--- src/rtl/uart_pkg.sv ---
// Register map of avalon_uart and shared types for the streamer host that drives it.
package uart_pkg;

    localparam logic [4:0] UART_TXDATA  = 5'h00;
    localparam logic [4:0] UART_RXDATA  = 5'h04;
    localparam int         TXDATA_FULL  = 31;
    localparam int         RXDATA_EMPTY = 31;

    typedef enum logic [1:0] {
        ST_IDLE     = 2'd0,
        ST_TX_POLL  = 2'd1,
        ST_TX_WRITE = 2'd2,
        ST_RX_READ  = 2'd3
    } streamer_state_t;

    // Round-robin pointer value: the job that wins when both are pending.
    typedef enum logic {
        JOB_TX = 1'b0,
        JOB_RX = 1'b1
    } streamer_job_t;

endpackage

--- src/rtl/avalon_uart_streamer_if.sv ---
// Avalon-MM bus between the streamer (master) and avalon_uart (slave).
interface avalon_uart_streamer_if;

    logic        avn_read;
    logic        avn_write;
    logic [4:0]  avn_address;
    logic [31:0] avn_writedata;
    logic [31:0] avn_readdata;
    logic        avn_waitrequest;

    modport master (
        output avn_read,
        output avn_write,
        output avn_address,
        output avn_writedata,
        input  avn_readdata,
        input  avn_waitrequest
    );

    modport slave (
        input  avn_read,
        input  avn_write,
        input  avn_address,
        input  avn_writedata,
        output avn_readdata,
        output avn_waitrequest
    );

endinterface

--- src/rtl/avalon_uart_streamer.sv ---
// Avalon-MM host that bridges a TX byte stream into the UART TX FIFO (after a space poll)
// and pops the UART RX FIFO into an RX byte stream.
//
// state       | meaning
// ------------+-----------------------------------------------------------
// ST_IDLE     | no command on the bus; pick the next job (round robin)
// ST_TX_POLL  | read txdata, bit31 says whether the TX FIFO is full
// ST_TX_WRITE | write the held byte into the TX FIFO
// ST_RX_READ  | read rxdata (pops the RX FIFO), bit31 says empty
module avalon_uart_streamer
    import uart_pkg::*;
#(
    parameter logic [4:0] TXDATA_ADDR = UART_TXDATA,
    parameter logic [4:0] RXDATA_ADDR = UART_RXDATA
) (
    input  logic                          clk,
    input  logic                          rst,
    input  logic                          tx_valid,
    output logic                          tx_ready,
    input  logic [7:0]                    tx_data,
    output logic                          rx_valid,
    input  logic                          rx_ready,
    output logic [7:0]                    rx_data,
    avalon_uart_streamer_if.master        avn
);

    streamer_state_t state_q;
    streamer_job_t   ptr_q;
    logic [7:0]      hold_q;
    logic            hold_full_q;
    logic [7:0]      rx_q;
    logic            rx_full_q;
    logic            read_q;
    logic            write_q;
    logic [4:0]      addr_q;
    logic [31:0]     wdata_q;

    logic tx_pending;
    logic rx_pending;
    logic pick_tx;
    logic stall;
    logic unused_readdata;

    assign tx_pending = hold_full_q;
    assign rx_pending = !rx_full_q;
    assign pick_tx    = tx_pending && (!rx_pending || (ptr_q == JOB_TX));
    assign stall      = avn.avn_waitrequest;

    assign tx_ready          = !hold_full_q;
    assign rx_valid          = rx_full_q;
    assign rx_data           = rx_q;
    assign avn.avn_read      = read_q;
    assign avn.avn_write     = write_q;
    assign avn.avn_address   = addr_q;
    assign avn.avn_writedata = wdata_q;

    assign unused_readdata = ^avn.avn_readdata[30:8];

    always_ff @(posedge clk or posedge rst) begin
        if (rst) begin
            state_q     <= ST_IDLE;
            ptr_q       <= JOB_TX;
            hold_q      <= 8'h00;
            hold_full_q <= 1'b0;
            rx_q        <= 8'h00;
            rx_full_q   <= 1'b0;
            read_q      <= 1'b0;
            write_q     <= 1'b0;
            addr_q      <= 5'h00;
            wdata_q     <= 32'h0000_0000;
        end else begin
            if (tx_valid && !hold_full_q) begin
                hold_q      <= tx_data;
                hold_full_q <= 1'b1;
            end
            if (rx_full_q && rx_ready) begin
                rx_full_q <= 1'b0;
            end

            case (state_q)
                ST_IDLE: begin
                    if (pick_tx) begin
                        state_q <= ST_TX_POLL;
                        read_q  <= 1'b1;
                        addr_q  <= TXDATA_ADDR;
                    end else if (rx_pending) begin
                        state_q <= ST_RX_READ;
                        read_q  <= 1'b1;
                        addr_q  <= RXDATA_ADDR;
                    end
                end

                ST_TX_POLL: begin
                    if (!stall) begin
                        read_q <= 1'b0;
                        if (avn.avn_readdata[TXDATA_FULL]) begin
                            // FIFO full: keep the byte and give RX a turn before re-polling
                            state_q <= ST_IDLE;
                            ptr_q   <= JOB_RX;
                        end else begin
                            state_q <= ST_TX_WRITE;
                            write_q <= 1'b1;
                            wdata_q <= {24'h00_0000, hold_q};
                        end
                    end
                end

                ST_TX_WRITE: begin
                    if (!stall) begin
                        write_q     <= 1'b0;
                        hold_full_q <= 1'b0;
                        ptr_q       <= JOB_RX;
                        state_q     <= ST_IDLE;
                    end
                end

                ST_RX_READ: begin
                    if (!stall) begin
                        read_q  <= 1'b0;
                        ptr_q   <= JOB_TX;
                        state_q <= ST_IDLE;
                        if (!avn.avn_readdata[RXDATA_EMPTY]) begin
                            rx_q      <= avn.avn_readdata[7:0];
                            rx_full_q <= 1'b1;
                        end
                    end
                end

                default: begin
                    state_q <= ST_IDLE;
                    read_q  <= 1'b0;
                    write_q <= 1'b0;
                end
            endcase
        end
    end

endmodule

--- src/flat_wrapper.sv ---
// flat-port wrapper written by rule: the top's interface ports become plain ports
module avalon_uart_streamer_flat import uart_pkg::*;
#(
    parameter logic [4:0] TXDATA_ADDR = UART_TXDATA,
    parameter logic [4:0] RXDATA_ADDR = UART_RXDATA
)
  (clk, rst, tx_valid, tx_ready, tx_data, rx_valid, rx_ready, rx_data, avn_avn_read, avn_avn_write, avn_avn_address, avn_avn_writedata, avn_avn_readdata, avn_avn_waitrequest);
  avalon_uart_streamer_if avn_i ();
  input  logic clk;
  input  logic rst;
  input  logic tx_valid;
  output logic tx_ready;
  input  logic [7:0] tx_data;
  output logic rx_valid;
  input  logic rx_ready;
  output logic [7:0] rx_data;
  output wire logic [$bits(avn_i.avn_read)-1:0] avn_avn_read;
  output wire logic [$bits(avn_i.avn_write)-1:0] avn_avn_write;
  output wire logic [$bits(avn_i.avn_address)-1:0] avn_avn_address;
  output wire logic [$bits(avn_i.avn_writedata)-1:0] avn_avn_writedata;
  input wire logic [$bits(avn_i.avn_readdata)-1:0] avn_avn_readdata;
  input wire logic [$bits(avn_i.avn_waitrequest)-1:0] avn_avn_waitrequest;
  assign avn_avn_read = avn_i.avn_read;
  assign avn_avn_write = avn_i.avn_write;
  assign avn_avn_address = avn_i.avn_address;
  assign avn_avn_writedata = avn_i.avn_writedata;
  assign avn_i.avn_readdata = avn_avn_readdata;
  assign avn_i.avn_waitrequest = avn_avn_waitrequest;
  avalon_uart_streamer #(.TXDATA_ADDR(TXDATA_ADDR), .RXDATA_ADDR(RXDATA_ADDR)) u_core (.clk(clk), .rst(rst), .tx_valid(tx_valid), .tx_ready(tx_ready), .tx_data(tx_data), .rx_valid(rx_valid), .rx_ready(rx_ready), .rx_data(rx_data), .avn(avn_i));
endmodule
--- config.mk ---
export PLATFORM = sky130hd
export DESIGN_NAME = avalon_uart_streamer_flat
export DESIGN_NICKNAME = d
export VERILOG_FILES = /design/src/rtl/uart_pkg.sv /design/src/rtl/avalon_uart_streamer_if.sv /design/src/rtl/avalon_uart_streamer.sv /design/src/flat_wrapper.sv
export SDC_FILE = /design/constraint.sdc
export NUM_CORES = 1
export LEC_CHECK = 0
export BUFFER_PORTS_ARGS = -buffer_cell sky130_fd_sc_hd__buf_2
export CELL_PAD_IN_SITES_DETAIL_PLACEMENT = 1
export CELL_PAD_IN_SITES_GLOBAL_PLACEMENT = 2
export CORE_MARGIN = 4
export CORE_UTILIZATION = 22
export DETAILED_ROUTE_END_ITERATION = 8
export GPL_TIMING_DRIVEN = 0
export HOLD_SLACK_MARGIN = 0.12
export PLACE_DENSITY_LB_ADDON = 0.1
export SETUP_SLACK_MARGIN = 0.05
export SLEW_MARGIN = 0
export SYNTH_ARGS = -nofsm -noshare
export SYNTH_HDL_FRONTEND = slang
export SYNTH_SLANG_ARGS = --single-unit
export TNS_END_PERCENT = 5
--- constraint.sdc ---
create_clock -name clk -period 1.5 [get_ports clk]
set_clock_uncertainty 0.15 [all_clocks]
set_input_delay 0 -clock clk [delete_from_list [all_inputs] [get_ports clk]]
set_output_delay 0 -clock clk [all_outputs]
set_load 0.01 [all_outputs]
# ---- Word-level counts from Yosys, hierarchy flattened
# Index checks and enable logic that the tools add are counted.
dict set report op_classes {
  mul 0
  n_reduce_logical 18
  addsub 0
  n_bitwise 3
  div_mod_pow 0
  n_eq_ne 12
  shifts 0
  order_cmp 0
  n_mux 26
}
# operator n
set ops {}
lappend ops {{$ne 2x2->1 const B} 8}
lappend ops {{$mux 1} 15}
lappend ops {{$reduce_and 3->1} 4}
lappend ops {{$mux 2} 5}
lappend ops {{$mux 5} 2}
lappend ops {{$pmux 2 s3} 1}
lappend ops {{$reduce_and 5->1} 1}
lappend ops {{$eq 2x2->1 const B} 2}
lappend ops {{$pmux 1 s2} 2}
lappend ops {{$reduce_and 4->1} 1}
lappend ops {{$reduce_bool 2->1} 2}
lappend ops {{$reduce_or 2->1} 2}
lappend ops {{$logic_and 1x1->1} 3}
lappend ops {{$ne 3x3->1 const B} 1}
lappend ops {{$not 1->1} 3}
lappend ops {{$pmux 1 s3} 1}
lappend ops {{$reduce_bool 3->1} 1}
lappend ops {{$eq 2x1->1 const B} 1}
lappend ops {{$logic_not 2->1} 1}
lappend ops {{$reduce_and 2->1} 1}
lappend ops {{$logic_not 1->1} 1}
lappend ops {{$logic_or 1x1->1} 1}
dict set report totals {
  register_bits 36
  elab_cells 69
  out_inout_bits 49
  in_bits 45
  mem_count 0
  rom_bits 0
  latchBits 0
  ramBits 0
}

# ---- Longest topological paths before layout
# Gate-level depths: netlist of run 1.
dict set report logic_depth {
  word_depth 5
  depth_mapped 4
  mapped_depth_nobuf 3
}

# ---- Worst setup path after synthesis of run 1
# No wires, ideal clock.
dict set report synth_path {
  kind {reg2reg}
  start {register u_core.state_q[1]}
  end {register u_core.wdata_q[0], in the netlist u_core.avn.avn_writedata[0]}
  t_required_ns 1.225
  arrival_time_ns 1.378
  setup_ns 0.125
  path_buffers 1
  slack_ns -0.153
  synth_period_minus_slack_ns 1.653
  stages_incl_launch_ff 4
  cell_sequence {dfrtp_1 -> clkbuf_2 -> nor4_4 -> mux2_2}
}
dict set report synth_via {
  elab_chain_len 2
}
# item line
set synth_rtl {}
lappend synth_rtl {{start: declaration} avalon_uart_streamer.sv:27} ;# streamer_state_t state_q;
lappend synth_rtl {{start signal: assignment} avalon_uart_streamer.sv:61} ;# state_q <= ST_IDLE;
lappend synth_rtl {{start signal: assignment} avalon_uart_streamer.sv:83} ;# state_q <= ST_TX_POLL;
lappend synth_rtl {{start signal: assignment} avalon_uart_streamer.sv:87} ;# state_q <= ST_RX_READ;
lappend synth_rtl {{$eq 2x1->1} avalon_uart_streamer.sv:80} ;# case (state_q)
lappend synth_rtl {{$reduce_and 3->1 (no line)} --}
lappend synth_rtl {{end signal: assignment} avalon_uart_streamer.sv:103} ;# wdata_q <= {24'h00_0000, hold_q};
lappend synth_rtl {{end: declaration} avalon_uart_streamer.sv:36} ;# logic [31:0] wdata_q;
# Every way passes these cells.
# A chain may end at the register's enable or synchronous reset.

# ---- Worst setup path after layout of run 1
dict set report layout_path {
  start {register u_core.state_q[1]}
  end {register u_core.wdata_q[3], in the netlist u_core.avn.avn_writedata[3]}
}
# The elaborated chain is that of the path after synthesis.

==> impl_metrics.env, run 1 <==
export IMPL_syn_inst=115
export IMPL_die_height_microns=89.50
export IMPL_cts_clk_slew_worst_paths_ps=60
export IMPL_setup_ws_ps=-89.93
export IMPL_yosys_register_bits=32
export IMPL_finalWirelength_mm=3.574
export IMPL_area_growth_pct=58.05
export IMPL_hp_class="input pin to flop"
export IMPL_max_freq_mhz=629.0
export IMPL_grt_pass1_vias=1111
export IMPL_fin_crit_ps=1590
export IMPL_via_per_inst=3.786
export IMPL_drt_iter0_markers=10
export IMPL_rsz0062_at_grt="yes"
export IMPL_dp_hpwl_mm=2.528
export IMPL_htreeDepth=2
export IMPL_route_met3_wl_microns=254
export IMPL_wl_met2_mm=1.932
export IMPL_power_density_nw_per_um2=1670
export IMPL_top_layer="met4"
export IMPL_finalSetupViolCount=8
export IMPL_final_layout_size_suffix_gt1_frac=0.5321
export IMPL_grt_pass1_wl_mm=5.520
export IMPL_crit_type="flop to flop"
export IMPL_wl_per_cell_microns=12.12
export IMPL_critical_path_arrival_ps=1600
export IMPL_clk_latency_ps=280
export IMPL_io_buffers=41
export IMPL_gp_congestion=0.6723
export IMPL_via_count=1117
export IMPL_grt_start_max_net_pins=33
export IMPL_fp_dieW_microns=89.50
export IMPL_yosysUniqueCellTypes=22
export IMPL_io_pins=94
export IMPL_violations="setup timing"
export IMPL_yosysWarnings=0
export IMPL_maxCapViolCount=0
export IMPL_grt_overflow=0
export IMPL_root_buffer="clkbuf_8"
export IMPL_finalCritPeriodShare=1.060
export IMPL_cts_tree="done"
export IMPL_numPlacedInstances=260
export IMPL_synthTopCellsByArea="dfrtp_1 (55%), mux2_2 (18%), buf_4 (14%)"
export IMPL_core_sq_um=6386
export IMPL_syn_area_per_cell_sq_um=12.71
export IMPL_final_core_util=0.3617
export IMPL_track_usage=0.09296
export IMPL_cts_buffer_depth=2
export IMPL_worst_setup_path_end_kind="flop"
export IMPL_drtAntennaViolNets=0
export IMPL_yosysTopAreaCell="dfrtp_1"
export IMPL_power_mw=3.857
export IMPL_crit_chain="buf_8 > nor4_4 > buf_6 > mux2_4"
export IMPL_worst_pin_slew_ps=680.9
export IMPL_stdcell_count=295
export IMPL_crit_family="flip-flops"
export IMPL_hold_viol=0
export IMPL_nNetsFinal=262
export IMPL_cp_required_ps=1510
export IMPL_power_leakage_nw=1.177
export IMPL_outcome="finished, violations left"
export IMPL_synth_top_cell_area_share=0.5479
export IMPL_yosysSeqAreaShare=0.5479
export IMPL_finalSetupTns_ps=-679.9
export IMPL_firstDrtPassIters=2
export IMPL_ir_worst_vdd_v=0.0006529
export IMPL_max_stage_delay_ps=390
export IMPL_row_count=29
export IMPL_syn_area_sq_um=1461
export IMPL_dp_slack_ps=-442.9
export IMPL_worstSetupStartpointType="flop"
export IMPL_multi_input_area_sq_um=573.1
export IMPL_fillerInstances=726
export IMPL_crit_fanout=6
export IMPL_cts_buffers=5
export IMPL_slew_violations=0
export IMPL_ys_flop_type="dfrtp_1"
export IMPL_antenna_found_initial=0
export IMPL_drt_met1_wl_mm=1.341
export IMPL_seqCellArea_sq_um=802.0
export IMPL_async_flop_share=1.000
export IMPL_synth_edf_count=0
export IMPL_crit_slowest_cell="dfrtp_1"
export IMPL_diodes=0
export IMPL_remaining_drc_errors=0
export IMPL_path_buf_inv=2
export IMPL_initial_core_util=0.2288
export IMPL_slew_headroom=0.5454
export IMPL_clock_sinks=32
export IMPL_dieArea_sq_um=8010
metal layers:
metal / global-route usage / vias up
met1: 0.1080 / 547
met4: 0.04060 / 0
li1: - / 531
met3: 0.02765 / 5
met2: 0.1581 / 34
met5: 0 / -
layout make-up:
| type | count | share of cell area |
|---|---|---|
| sequential | 32 | 0.3472 |
| timing repair buffer | 68 | 0.2075 |
| inverter | 4 | 0.006501 |
| clock inverter | 2 | 0.01517 |
| buffer | 31 | 0.1024 |
| clock buffer | 6 | 0.03142 |
| multi-input combinational | 75 | 0.2481 |
| tap | 77 | 0.04171 |
synth_stat cells, drive strengths merged (2+ instances only):
cell	instances
a21oi	2
buf	28
clkbuf	3
dfrtp	32
inv	4
mux2	24
nand2	5
nor2	4
o21ai	2
repair_timing:
item	CTS	global route
hold buffers	21	1
pin swaps	2	2
cloned	0	0
endpoints found under the hold margin	53	39
setup buffers	3	2
gates resized for setup	7	13
setup endpoints to repair	27	24
final timing paths:
kind	start	slack [ps]	cells past startpoint	endpoint
setup / recovery	u_core.state_q[1]	-90	4	u_core.avn.avn_writedata[3]
min in group asynchronous	rst	230	3	u_core.avn.avn_writedata[2]
setup reg to reg	u_core.state_q[1]	-90	4	u_core.avn.avn_writedata[3]
hold reg to reg	u_core.rx_data[2]	350	1	u_core.rx_data[2]
hold / removal	avn_avn_readdata[31]	110	4	u_core.avn.avn_writedata[0]
max in group asynchronous	rst	490	3	u_core.state_q[0]
cells by family (layout without fill, tap and decap cells):
kind of cell	after synthesis	count (layout)	synth area share
buffers and inverters	35	111	0.1627
flip-flops	32	32	0.5479
multiplexers	24	24	0.1849
AND/OR/NAND/NOR	13	13	0.05309
AO/OA/AOI/OAI	10	10	0.04881
other	1	28	0.002566
flip-flops by register name, summed over array words and instances, names as in the netlist:
name                      flops
u_core.hold_full_q            1
u_core.avn.avn_writedata      8
u_core.state_q                2
u_core.hold_q                 8
u_core.ptr_q                  1
u_core.rx_valid               1
u_core.avn.avn_write          1
u_core.avn.avn_read           1
u_core.avn.avn_address        1
u_core.rx_data                8
layout by cell type, fill, tap and decap left out, types with 3 or more instances in the layout:
| cell type | count |
|---|---|
| buf_2 | 41 |
| buf_4 | 31 |
| dfrtp_1 | 31 |
| conb_1 | 28 |
| dlygate4sd3_1 | 22 |
| mux2_2 | 14 |
| mux2_4 | 10 |
| clkbuf_8 | 5 |
| nand2_1 | 4 |
| nor2_1 | 3 |
through the flow:
step | cell area [sq um] | hold WS, ps
after floorplan | 1569 | -64.60
after global placement | 1871 | 28.43
after detailed placement | 1871 | 31.27
after CTS | 2245 | -48.04
after global routing | 2310 | 107.9
final | 2310 | 110.7
power breakdown:
| group | leakage, nW | internal, mW | switching, mW |
|---|---|---|---|
| registers | 0.380 | 1.29 | 0.247 |
| logic | 0.742 | 0.881 | 0.639 |
| clock network | 0.0552 | 0.493 | 0.304 |
worst min-delay path, stage by stage:
cell	delay, ps
buf_2	120
nor4_4	60
buf_6	140
mux2_4	190
(Power assumes the default switching activity.)
==> run 2, diff against run 1 <==
--- a/config.mk
+++ b/config.mk
@@ -11,9 +11,9 @@
 export CORE_MARGIN = 4
 export CORE_UTILIZATION = 22
 export DETAILED_ROUTE_END_ITERATION = 8
-export GPL_TIMING_DRIVEN = 0
 export HOLD_SLACK_MARGIN = 0.12
 export PLACE_DENSITY_LB_ADDON = 0.1
+export RECOVER_POWER = 50
 export SETUP_SLACK_MARGIN = 0.05
 export SLEW_MARGIN = 0
 export SYNTH_ARGS = -nofsm -noshare
==> impl_metrics.env, run 2 (synthesis gave the netlist of run 1 again) <==
export IMPL_outcome="finished, violations left"
export IMPL_violations="setup timing"
export IMPL_final_cell_area_sq_um=2068
export IMPL_place_area_sq_um=1723
export IMPL_worst_setup_path_end_kind="flop"
export IMPL_worstSetupStartpointType="flop"
export IMPL_rsz0062_at_grt="yes"
export IMPL_power_leakage_nw=1.000
export IMPL_initial_core_util=0.2288
export IMPL_die_height_microns=89.50
export IMPL_final_layout_size_suffix_gt1_frac=0.4526
export IMPL_crit_fanout=9
export IMPL_min_path_cells=4
export IMPL_hp_class="input pin to flop"
export IMPL_dp_slack_ps=-47.37
export IMPL_antenna_found_initial=0
export IMPL_grtUsageMet2=0.1474
export IMPL_core_sq_um=6386
export IMPL_cts_tree="done"
export IMPL_firstDrtPassIters=3
export IMPL_fin_crit_ps=1512
export IMPL_slew_violations=0
export IMPL_ir_worst_vdd_v=0.0006331
export IMPL_final_core_util=0.3239
export IMPL_max_freq_mhz=661.4
export IMPL_slew_headroom=0.4486
export IMPL_layout_common_cells="buf_2 (40), dfrtp_1 (32), conb_1 (28)"
export IMPL_area_growth_pct=41.52
export IMPL_clock_sinks=32
export IMPL_wl_per_cell_microns=12.63
export IMPL_grt_pass1_vias=1080
export IMPL_nNetsFinal=234
export IMPL_io_pins=94
export IMPL_remaining_drc_errors=0
export IMPL_root_buffer="clkbuf_8"
export IMPL_grt_busiest_layer="met2"
export IMPL_use_met1=0.1045
export IMPL_cts_hold_buf=21
export IMPL_io_buffers=42
export IMPL_setup_ws_ps=-12.05
export IMPL_via_per_inst=3.760
export IMPL_drt_iter0_markers=20
export IMPL_cts_clk_slew_worst_paths_ps=70
export IMPL_gp_congestion=0.7237
export IMPL_grt_pass1_wl_mm=5.354
export IMPL_htreeDepth=2
export IMPL_finalSetupViolCount=6
export IMPL_fillerInstances=740
export IMPL_track_usage=0.09081
export IMPL_cp_required_ps=1520
export IMPL_fp_dieW_microns=89.50
export IMPL_worst_pin_slew_ps=827.1
export IMPL_final_common_cell="buf_2"
export IMPL_clk_latency_ps=280
export IMPL_dp_hpwl_mm=2.432
export IMPL_critical_path_arrival_ps=1530
export IMPL_crit_type="flop to flop"
export IMPL_finalWirelength_mm=3.373
export IMPL_cts_buffer_depth=2
export IMPL_cts_buffers=5
export IMPL_hold_viol=0
export IMPL_gr_usage_met3=0.04055
export IMPL_drtAntennaViolNets=0
export IMPL_row_count=29
export IMPL_worst_r2r_path_depth=4
export IMPL_via_count=1004
export IMPL_grt_overflow=0
export IMPL_grt_start_max_net_pins=33
export IMPL_diodes=0
export IMPL_finalCritPeriodShare=1.008
export IMPL_dieArea_sq_um=8010
export IMPL_power_density_nw_per_um2=1806
export IMPL_maxCapViolCount=0
## run 2: critical path, cell delays in order, from the launching register on
cell and delay [ps]:
dfrtp_1 380, inv_2 60, nor4_4 300, buf_12 170, mux2_2 330
## run 2: final cells by class
cell class,instances,area [sq um],share of cell area
Inverter,4,15.01,0.007260
Timing Repair Buffer,71,500.5,0.2420
Tap cell,77,96.34,0.04658
Multi-Input combinational cell,75,548.0,0.2650
Sequential cell,32,800.8,0.3872
Clock buffer,6,72.57,0.03509
Clock inverter,2,35.03,0.01694
## run 2: routing by layer
layer	part of all wire	vias to the layer above
met4	0.0080	0
li1	-	474
met3	0.083	4
met1	0.39	490
met2	0.51	36
met5	0	-
## run 2: where the power goes
group	internal, mW	leakage [nW]	switching [mW]	total (mW)
combinational	0.757	0.564	0.640	1.40
clock	0.493	0.0552	0.328	0.821
sequential	1.29	0.381	0.228	1.52
## run 2: worst paths after layout
path                                        startpoint  slack, ps                          end
min in group asynchronous                          rst        340             u_core.hold_q[2]
max in group asynchronous                          rst        340          u_core.avn.avn_read
min                               avn_avn_readdata[31]        110  u_core.avn.avn_writedata[5]
min reg2reg                u_core.avn.avn_writedata[4]        350  u_core.avn.avn_writedata[4]
max                                  u_core.state_q[0]        -10  u_core.avn.avn_writedata[3]
max reg2reg                          u_core.state_q[0]        -10  u_core.avn.avn_writedata[3]
## run 2: what timing repair did
item | in CTS | in global routing
hold endpoints to repair | 54 | 2
buffers inserted | 2 | 0
setup endpoints to repair | 16 | 18
resized for setup | 1 | 4
## run 2: through the flow
stage / total power, mW / cells / TNS, ps / hold WS (ps)
after floorplan: 2.347 / 142 / -756.7 / -64.60
after global placement: 2.818 / 236 / 0 / -39.89
after detailed placement: 2.853 / 236 / -318.2 / -31.84
after CTS: 3.781 / 267 / -185.9 / 117.2
after global routing: 4.027 / 267 / -811.0 / 103.6
final: 3.734 / 267 / -45.05 / 106.2
